**config.mk**
```make
export PLATFORM = sky130hd
export DESIGN_NAME = sort_serializer
export DESIGN_NICKNAME = d
export VERILOG_FILES = /design/src/rtl/sort_pkg.sv /design/src/rtl/sort_serializer.sv
export SDC_FILE = /design/constraint.sdc
export NUM_CORES = 1
export LEC_CHECK = 0
export BUFFER_PORTS_ARGS = -buffer_cell sky130_fd_sc_hd__buf_2
export CAP_MARGIN = 20
export CORE_ASPECT_RATIO = 0.6
export CORE_MARGIN = 2
export CORE_UTILIZATION = 40
export CTS_CLUSTER_SIZE = 40
export DETAILED_ROUTE_END_ITERATION = 10
export PLACE_DENSITY = 0.64
export SETUP_SLACK_MARGIN = 0.4
export SKIP_CTS_REPAIR_TIMING = 1
export SLEW_MARGIN = 10
export SYNTH_ARGS = -nofsm -noshare
export SYNTH_HDL_FRONTEND = slang
export SYNTH_SLANG_ARGS = --single-unit
```
**constraint.sdc**
```tcl
create_clock -name clk -period 5 [get_ports clk]
set_input_delay 0.75 -clock clk [delete_from_list [all_inputs] [get_ports clk]]
set_output_delay 0.75 -clock clk [all_outputs]
set_load 0.02 [all_outputs]
```
**src/rtl/sort_pkg.sv**
```systemverilog
// Shared constants and types for the sort serializer.
//   SORT_WIDTH : default element width in bits
//   SORT_DEPTH : default number of elements per sorted vector
//   state_e    : serializer FSM states (IDLE, STREAM)
package sort_pkg;

  localparam int SORT_WIDTH = 32;
  localparam int SORT_DEPTH = 8;

  typedef enum logic {
    IDLE   = 1'b0,
    STREAM = 1'b1
  } state_e;

endpackage : sort_pkg

```
**src/rtl/sort_serializer.sv**
```systemverilog
// Sort serializer: captures a full sorted vector from the sorter in one cycle
// and replays it element by element (smallest first) on a valid/ready stream.
//
// Ports
//   clk        : clock, all state updates on the rising edge
//   rst        : asynchronous active-low reset
//   vec_valid  : single-cycle strobe, sorted vector present on vec_data
//   vec_data   : DEPTH x WIDTH sorted vector, element 0 is the smallest
//   vec_ready  : block can capture a vector this cycle
//   m_valid    : m_data holds a valid element
//   m_ready    : downstream accepts the element this cycle
//   m_data     : current element
//   m_index    : position of m_data inside its vector
//   m_last     : m_data is element DEPTH-1
//   overflow   : sticky, a vector arrived while vec_ready was 0 and was dropped
//   dbg_state  : current FSM state, for observation only
//
// Handshake: a beat transfers on a rising edge where m_valid && m_ready.
// Once m_valid is 1 it stays 1, with m_data/m_index/m_last frozen, until that
// beat transfers. The vector input has no backpressure: vec_valid is a strobe,
// and a strobe seen while vec_ready is 0 is discarded and flagged in overflow.
module sort_serializer
  import sort_pkg::*;
#(
  parameter int WIDTH = SORT_WIDTH,
  parameter int DEPTH = SORT_DEPTH
) (
  input  logic                        clk,
  input  logic                        rst,
  input  logic                        vec_valid,
  input  logic [DEPTH-1:0][WIDTH-1:0] vec_data,
  output logic                        vec_ready,
  output logic                        m_valid,
  input  logic                        m_ready,
  output logic [WIDTH-1:0]            m_data,
  output logic [$clog2(DEPTH)-1:0]    m_index,
  output logic                        m_last,
  output logic                        overflow,
  output state_e                      dbg_state
);

  localparam int IW = $clog2(DEPTH);

  state_e                      r_state;
  state_e                      w_next_state;
  logic [DEPTH-1:0][WIDTH-1:0] r_cap;
  logic [IW-1:0]               r_idx;
  logic [IW-1:0]               w_next_idx;
  logic                        r_overflow;

  logic w_valid;
  logic w_last;
  logic w_xfer;
  logic w_vec_ready;
  logic w_cap;

  assign w_valid = (r_state == STREAM);
  assign w_last  = w_valid && (r_idx == IW'(DEPTH - 1));
  assign w_xfer  = w_valid && m_ready;
  // The only STREAM cycle that can take a new vector is the one retiring the
  // last beat; this is what lets vectors run back-to-back with no bubble.
  assign w_vec_ready = (r_state == IDLE) || (w_xfer && w_last);
  assign w_cap       = vec_valid && w_vec_ready;

  always_comb begin
    w_next_state = r_state;
    w_next_idx   = r_idx;
    if (w_cap) begin
      w_next_state = STREAM;
      w_next_idx   = '0;
    end else if (w_xfer) begin
      if (w_last) begin
        w_next_state = IDLE;
      end else begin
        w_next_idx = r_idx + IW'(1);
      end
    end
  end

  always_ff @(posedge clk or negedge rst) begin
    if (!rst) begin
      r_state <= IDLE;
      r_idx   <= '0;
    end else begin
      r_state <= w_next_state;
      r_idx   <= w_next_idx;
    end
  end

  // Clearing the capture register on reset makes m_data read 0 while idle
  // after reset, since the index is also 0.
  always_ff @(posedge clk or negedge rst) begin
    if (!rst) begin
      r_cap <= '0;
    end else if (w_cap) begin
      r_cap <= vec_data;
    end
  end

  always_ff @(posedge clk or negedge rst) begin
    if (!rst) begin
      r_overflow <= 1'b0;
    end else if (vec_valid && !w_vec_ready) begin
      r_overflow <= 1'b1;
    end
  end

  assign vec_ready = w_vec_ready;
  assign m_valid   = w_valid;
  assign m_data    = r_cap[r_idx];
  assign m_index   = r_idx;
  assign m_last    = w_last;
  assign overflow  = r_overflow;
  assign dbg_state = r_state;

endmodule : sort_serializer

```
* Word level (Yosys, flattened, before mapping)
Cells that the tools add are included.
** Storage, ports and cells
- RAM bits :: 0
- Bits in registers :: 261
- Logic and storage cells :: 35
- Input bits :: 260
- Latch bits :: 0
- Memory bits (read-only) :: 0
- Memories :: 0
** Cells by class
- Bitwise gates (word level) :: 1
- Muxes and demuxes :: 8
- Equal/unequal tests :: 2
- Shifts and indexed selects :: 0
- Magnitude comparators :: 1
- Multiply operators :: 0
- Div/mod/pow operators :: 0
- Reduce and logical (&&, ||, !) cells :: 11
- Add/subtract/negate cells :: 1
** Operator list (number)
- 32-bit binary-select mux with 3-bit select :: 1
- 32-bit 2-to-1 mux :: 1
- 3-bit 2-to-1 mux :: 3
- 1-bit logical AND :: 5
- 3-bit by 4-bit less-than comparator with 1-bit output (second input constant) :: 1
- 2-bit AND reduction :: 2
- 2-bit nonzero test :: 2
- 3-bit by 1-bit adder with 3-bit output (second input constant) :: 1
- 3-bit == test (second input constant) :: 1
- 1-bit 2-to-1 mux :: 3
- 2-bit by 1-bit != test with 1-bit output (second input constant) :: 1
- 1-bit zero test :: 1
- 1-bit logical OR :: 1
- 1-bit inverter :: 1

* Depth between registers and ports, before layout
- Depth in word-level cells :: 7
- Depth in mapped cells :: 7

* Worst setup path before layout
OpenSTA, ideal clock, no wires.
- Path kind :: register -> output
- From :: register r_idx[0], in the netlist m_index[0]
- To :: output port m_data[16]
- Required time :: 4250 ps
- Arrival time :: 1656 ps
- Path buffers :: 2
- Stages on the path, launching flop included :: 6
- Slack :: 2594 ps
- Cell sequence :: dfrtp_1 > buf_4 > buf_4 > mux4_2 > nand2_1 > nand2_1
** Between the ends
- Cells in the longest elaborated chain, start to end :: 2
** Ends and longest elaborated chain
- start: declaration :: RTL line sort_serializer.sv:47 : logic [IW-1:0] r_idx;
- start signal: assignment :: RTL line sort_serializer.sv:86 : r_idx <= w_next_idx;
- 32-bit binary-select mux with 3-bit select :: RTL line sort_serializer.sv:110 : assign m_data = r_cap[r_idx];
- 32-bit 2-to-1 mux (implied by the code) :: RTL line sort_serializer.sv:110
- end: declaration :: RTL line sort_serializer.sv:35 : output logic [WIDTH-1:0] m_data,
Every way passes these cells. The select of a mux whose other input is x is not followed.

* Worst setup path after layout
- From :: register r_idx[0], in the netlist m_index[0]
- To :: output port m_data[11]
Same word-level chain as after synthesis.

==> Implementation_results.wiki <==
{| class="wikitable"
! Metric !! Value
|-
| Outcome || complete, no violations
|-
| Crit-path max FO || 35
|-
| Slowest cell on the critical path || sky130_fd_sc_hd__dfrtp_4
|-
| Synth Area in Adders || 0.001964
|-
| Remaining number of nets flagged by the antenna check after routing || 0
|-
| Fin. Hold Viols || 0
|-
| Filler cells || 2731
|-
| Largest family of logic cells by synthesized area || multiplexers
|-
| Later-pin clock latency in the skew report || 0.54 ns
|-
| Placement row count || 50
|-
| Multi-input logic area || 0.005583 mm^2
|-
| Share of layout cells above drive strength 1 || 0.6417
|-
| Number of antenna violations at the first check in global routing || 6
|-
| Number of cells produced by synthesis || 748
|-
| Cells along the critical path || buf_4 -> mux4_2 -> nand2_1 -> nand2_1 -> buf_2
|-
| Synthesized area divided by synthesized cell count || 17.04 um^2
|-
| Clock-pin transition on the worst setup and hold timing paths || 0.06 ns
|-
| Via-per-instance ratio || 4.925
|-
| Top Ports || 300
|-
| Drt pass-1 iters || 4
|-
| Final global-route overflow total || 0
|-
| Category of the most critical setup path || register to output port
|-
| Number of clock buffers inserted by TritonCTS || 26
|-
| CTS tree || built
|-
| Flip-flop and latch area || 0.006539 mm^2
|-
| CP Data Arrival Time || 3.09 ns
|-
| CTS root buf || sky130_fd_sc_hd__clkbuf_16
|-
| Floorplan die width || 234.4 um
|-
| Setup violators final || 0
|-
| Time the worst path needs with I/O delays and setup || 3.836 ns
|-
| Synth Area in Simple Gates || 0.03113
|-
| Remaining design rule violation count || 0
|-
| Top cell by count, worst path || sky130_fd_sc_hd__nand2_1
|-
| Number of vias in the routed layout || 7269
|-
| Effective utilization at floorplan || 0.4074
|-
| Max Buffers Root-to-Sink || 3
|-
| DRT iter0 DRCs || 407
|-
| P per Cell Area || 653.3 mW/mm^2
|-
| Comb power frac || 0.406
|-
| Routability cong. || 0.7939
|-
| Number of register bits inferred by synthesis || 261
|-
| Max capacitance violation total || 0
|-
| Total Wirelength || 32.72 mm
|-
| Switching power of the nets || 3.247 mW
|-
| Sum of negative setup slack || 0 ns
|-
| Overall Global Routing Usage || 0.1967
|-
| Count of pins over their slew limit || 0
|-
| Worst path max stage delay || 0.93 ns
|-
| Mux share of post-synthesis cell area || 0.3991
|-
| Max Clock Freq || 260.7 MHz
|-
| Crit end category || output port
|-
| Via count of the first global-routing pass || 7643
|-
| Proportion of synthesized chip area in sequential cells || 0.5126
|-
| Worst vdd ir || 0.0002405 V
|-
| Average detailed-routed wire length per instance || 22.17 um
|-
| HPWL reported at the end of detailed placement || 23.33 mm
|-
| Clock tree sinks || 261
|-
| Die height || 142.3 um
|-
| Depth of the CTS H-tree || 1
|-
| Number of nets produced by synthesis || 1010
|-
| Share of power burned in the clock network || 0.201
|-
| Setup repair after global routing missed its margin || false
|-
| Netlist cell types || 22
|-
| Cell-internal power || 6.671 mW
|-
| Post-layout power || 9.918 mW
|-
| First-pass GRT wire length || 48.80 mm
|-
| Maximum number of pins on one net before global-route repair || 105
|-
| Compound-cell area share of the yosys netlist || 0.005302
|-
| Required arrival time at the worst endpoint || 4.25 ns
|-
| Number of buffer cells added on primary ports || 299
|-
| Pin slew with the least headroom to its limit || 0.8996 ns
|-
| Area growth from synthesis to final layout || 19.14%
|-
| Leakage power figure || 7.814 nW
|-
| Final worst path period share || 0.7673
|-
| Core area || 0.03128 mm^2
|-
| Warnings from Yosys || 0
|-
| XOR/XNOR share of the synthesized area || 0
|-
| Path class of the lowest-slack min-delay path || input pin to async pin
|-
| Post-synthesis instance area || 0.01274 mm^2
|-
| Switching share of power || 0.3274
|-
| Worst clock skew || 0.009311 ns
|-
| Worst max-slew margin expressed relative to the limit || 0.4002
|-
| Critical Path Start Type || register
|-
| Die footprint || 0.03335 mm^2
|-
| Number of nets in the layout || 1299
|-
| Sequential share of power || 0.393
|}
-- cell type report --
type,instances,area share
diodes,5,0.0008242
flip-flops and latches,261,0.4307
clock inverters,10,0.006923
inverters,4,0.0009890
multi-input cells,433,0.3678
well taps,416,0.03429
clock buffers,36,0.05003
repair buffers,311,0.1085
-- synthesized netlist by cell type (all sizes together) --
master,instances,area share
dfrtp,261,0.51
mux2,256,0.29
nand2,100,0.030
mux4,64,0.11
buf,41,0.046
clkbuf,9,0.0027
inv,4,0.0012
a22o,3,0.0021
ha,2,0.0020
o22ai,2,0.00098
a21bo,1,0.0013
a21oi,1,0.00039
and2,1,0.00049
mux2i,1,0.00079
o21bai,1,0.00059
or2b,1,0.00059
-- per-stage QoR --
step                area, um^2  hold WS (ns)    util  cells  worst slack, ns
detailed placement       14300        0.4776  0.4573   1425            1.643
finish                   15180        0.1979  0.4853   1476            1.164
global route             15180        0.2624  0.4852   1475           0.9300
CTS                      15170        0.2596  0.4849   1471            1.059
global placement         14300        0.4614  0.4573   1425            1.628
floorplan                12740        0.4544       -    748            2.594
-- state kept, by name (all words and copies together) (netlist names) --
name       cells
m_index        3
r_cap        256
overflow       1
dbg_state      1
-- placed cells by master, fill, tap and decap left out, types with 6 or more instances in the layout --
| master | synthesis | layout |
|---|---|---|
| sky130_fd_sc_hd__mux2_4 | 200 | 200 |
| sky130_fd_sc_hd__clkbuf_16 | 0 | 27 |
| sky130_fd_sc_hd__buf_4 | 7 | 8 |
| sky130_fd_sc_hd__buf_2 | 4 | 298 |
| sky130_fd_sc_hd__nand2_1 | 99 | 99 |
| sky130_fd_sc_hd__mux4_2 | 64 | 64 |
| sky130_fd_sc_hd__clkinv_2 | 0 | 6 |
| sky130_fd_sc_hd__dfrtp_1 | 261 | 259 |
| sky130_fd_sc_hd__mux2_2 | 56 | 56 |
-- cells by family after synthesis --
family                   count (synthesis)
AO/OA/AOI/OAI                            8
flip-flops                             261
adder cells (fa/ha/maj)                  2
buffers and inverters                   54
multiplexers                           321
AND/OR/NAND/NOR                        102
-- final timing paths --
check                              start          to  slack (ns)  cells past startpoint
max in group asynchronous            rst  r_cap[166]        3.67                      2
min in group clk           vec_data[189]  r_cap[189]        0.44                      2
hold reg to reg                 overflow    overflow        0.49                      1
hold / removal                       rst   r_cap[84]        0.20                      1
setup / recovery              m_index[0]  m_data[11]        1.16                      5
setup reg to reg              m_index[0]  r_cap[255]        1.67                      6
-- critical path: cells and delay by family (launching register included) --
kind,cells,cell delay (ns)
flops,1,0.93
mux,1,0.59
simple gates,2,0.31
buf+inv,2,0.71
-- power by group through the flow --
stage	Combinational, mW	Clock [mW]	Sequential (mW)
5_1_grt	4.31	2.14	4.03
3_3_place_gp	4.00	0	3.91
6_report	4.02	1.99	3.90
4_1_cts	4.07	2.05	3.89
2_1_floorplan	3.21	0	3.53
3_5_place_dp	4.06	0	3.91
-- routing by layer --
layer / GRT usage / share of wire
met4: 0.04071 / 0.016
met5: 0 / 0
met3: 0.03766 / 0.067
met2: 0.2538 / 0.40
met1: 0.3321 / 0.52
(Power assumes the default switching activity.)
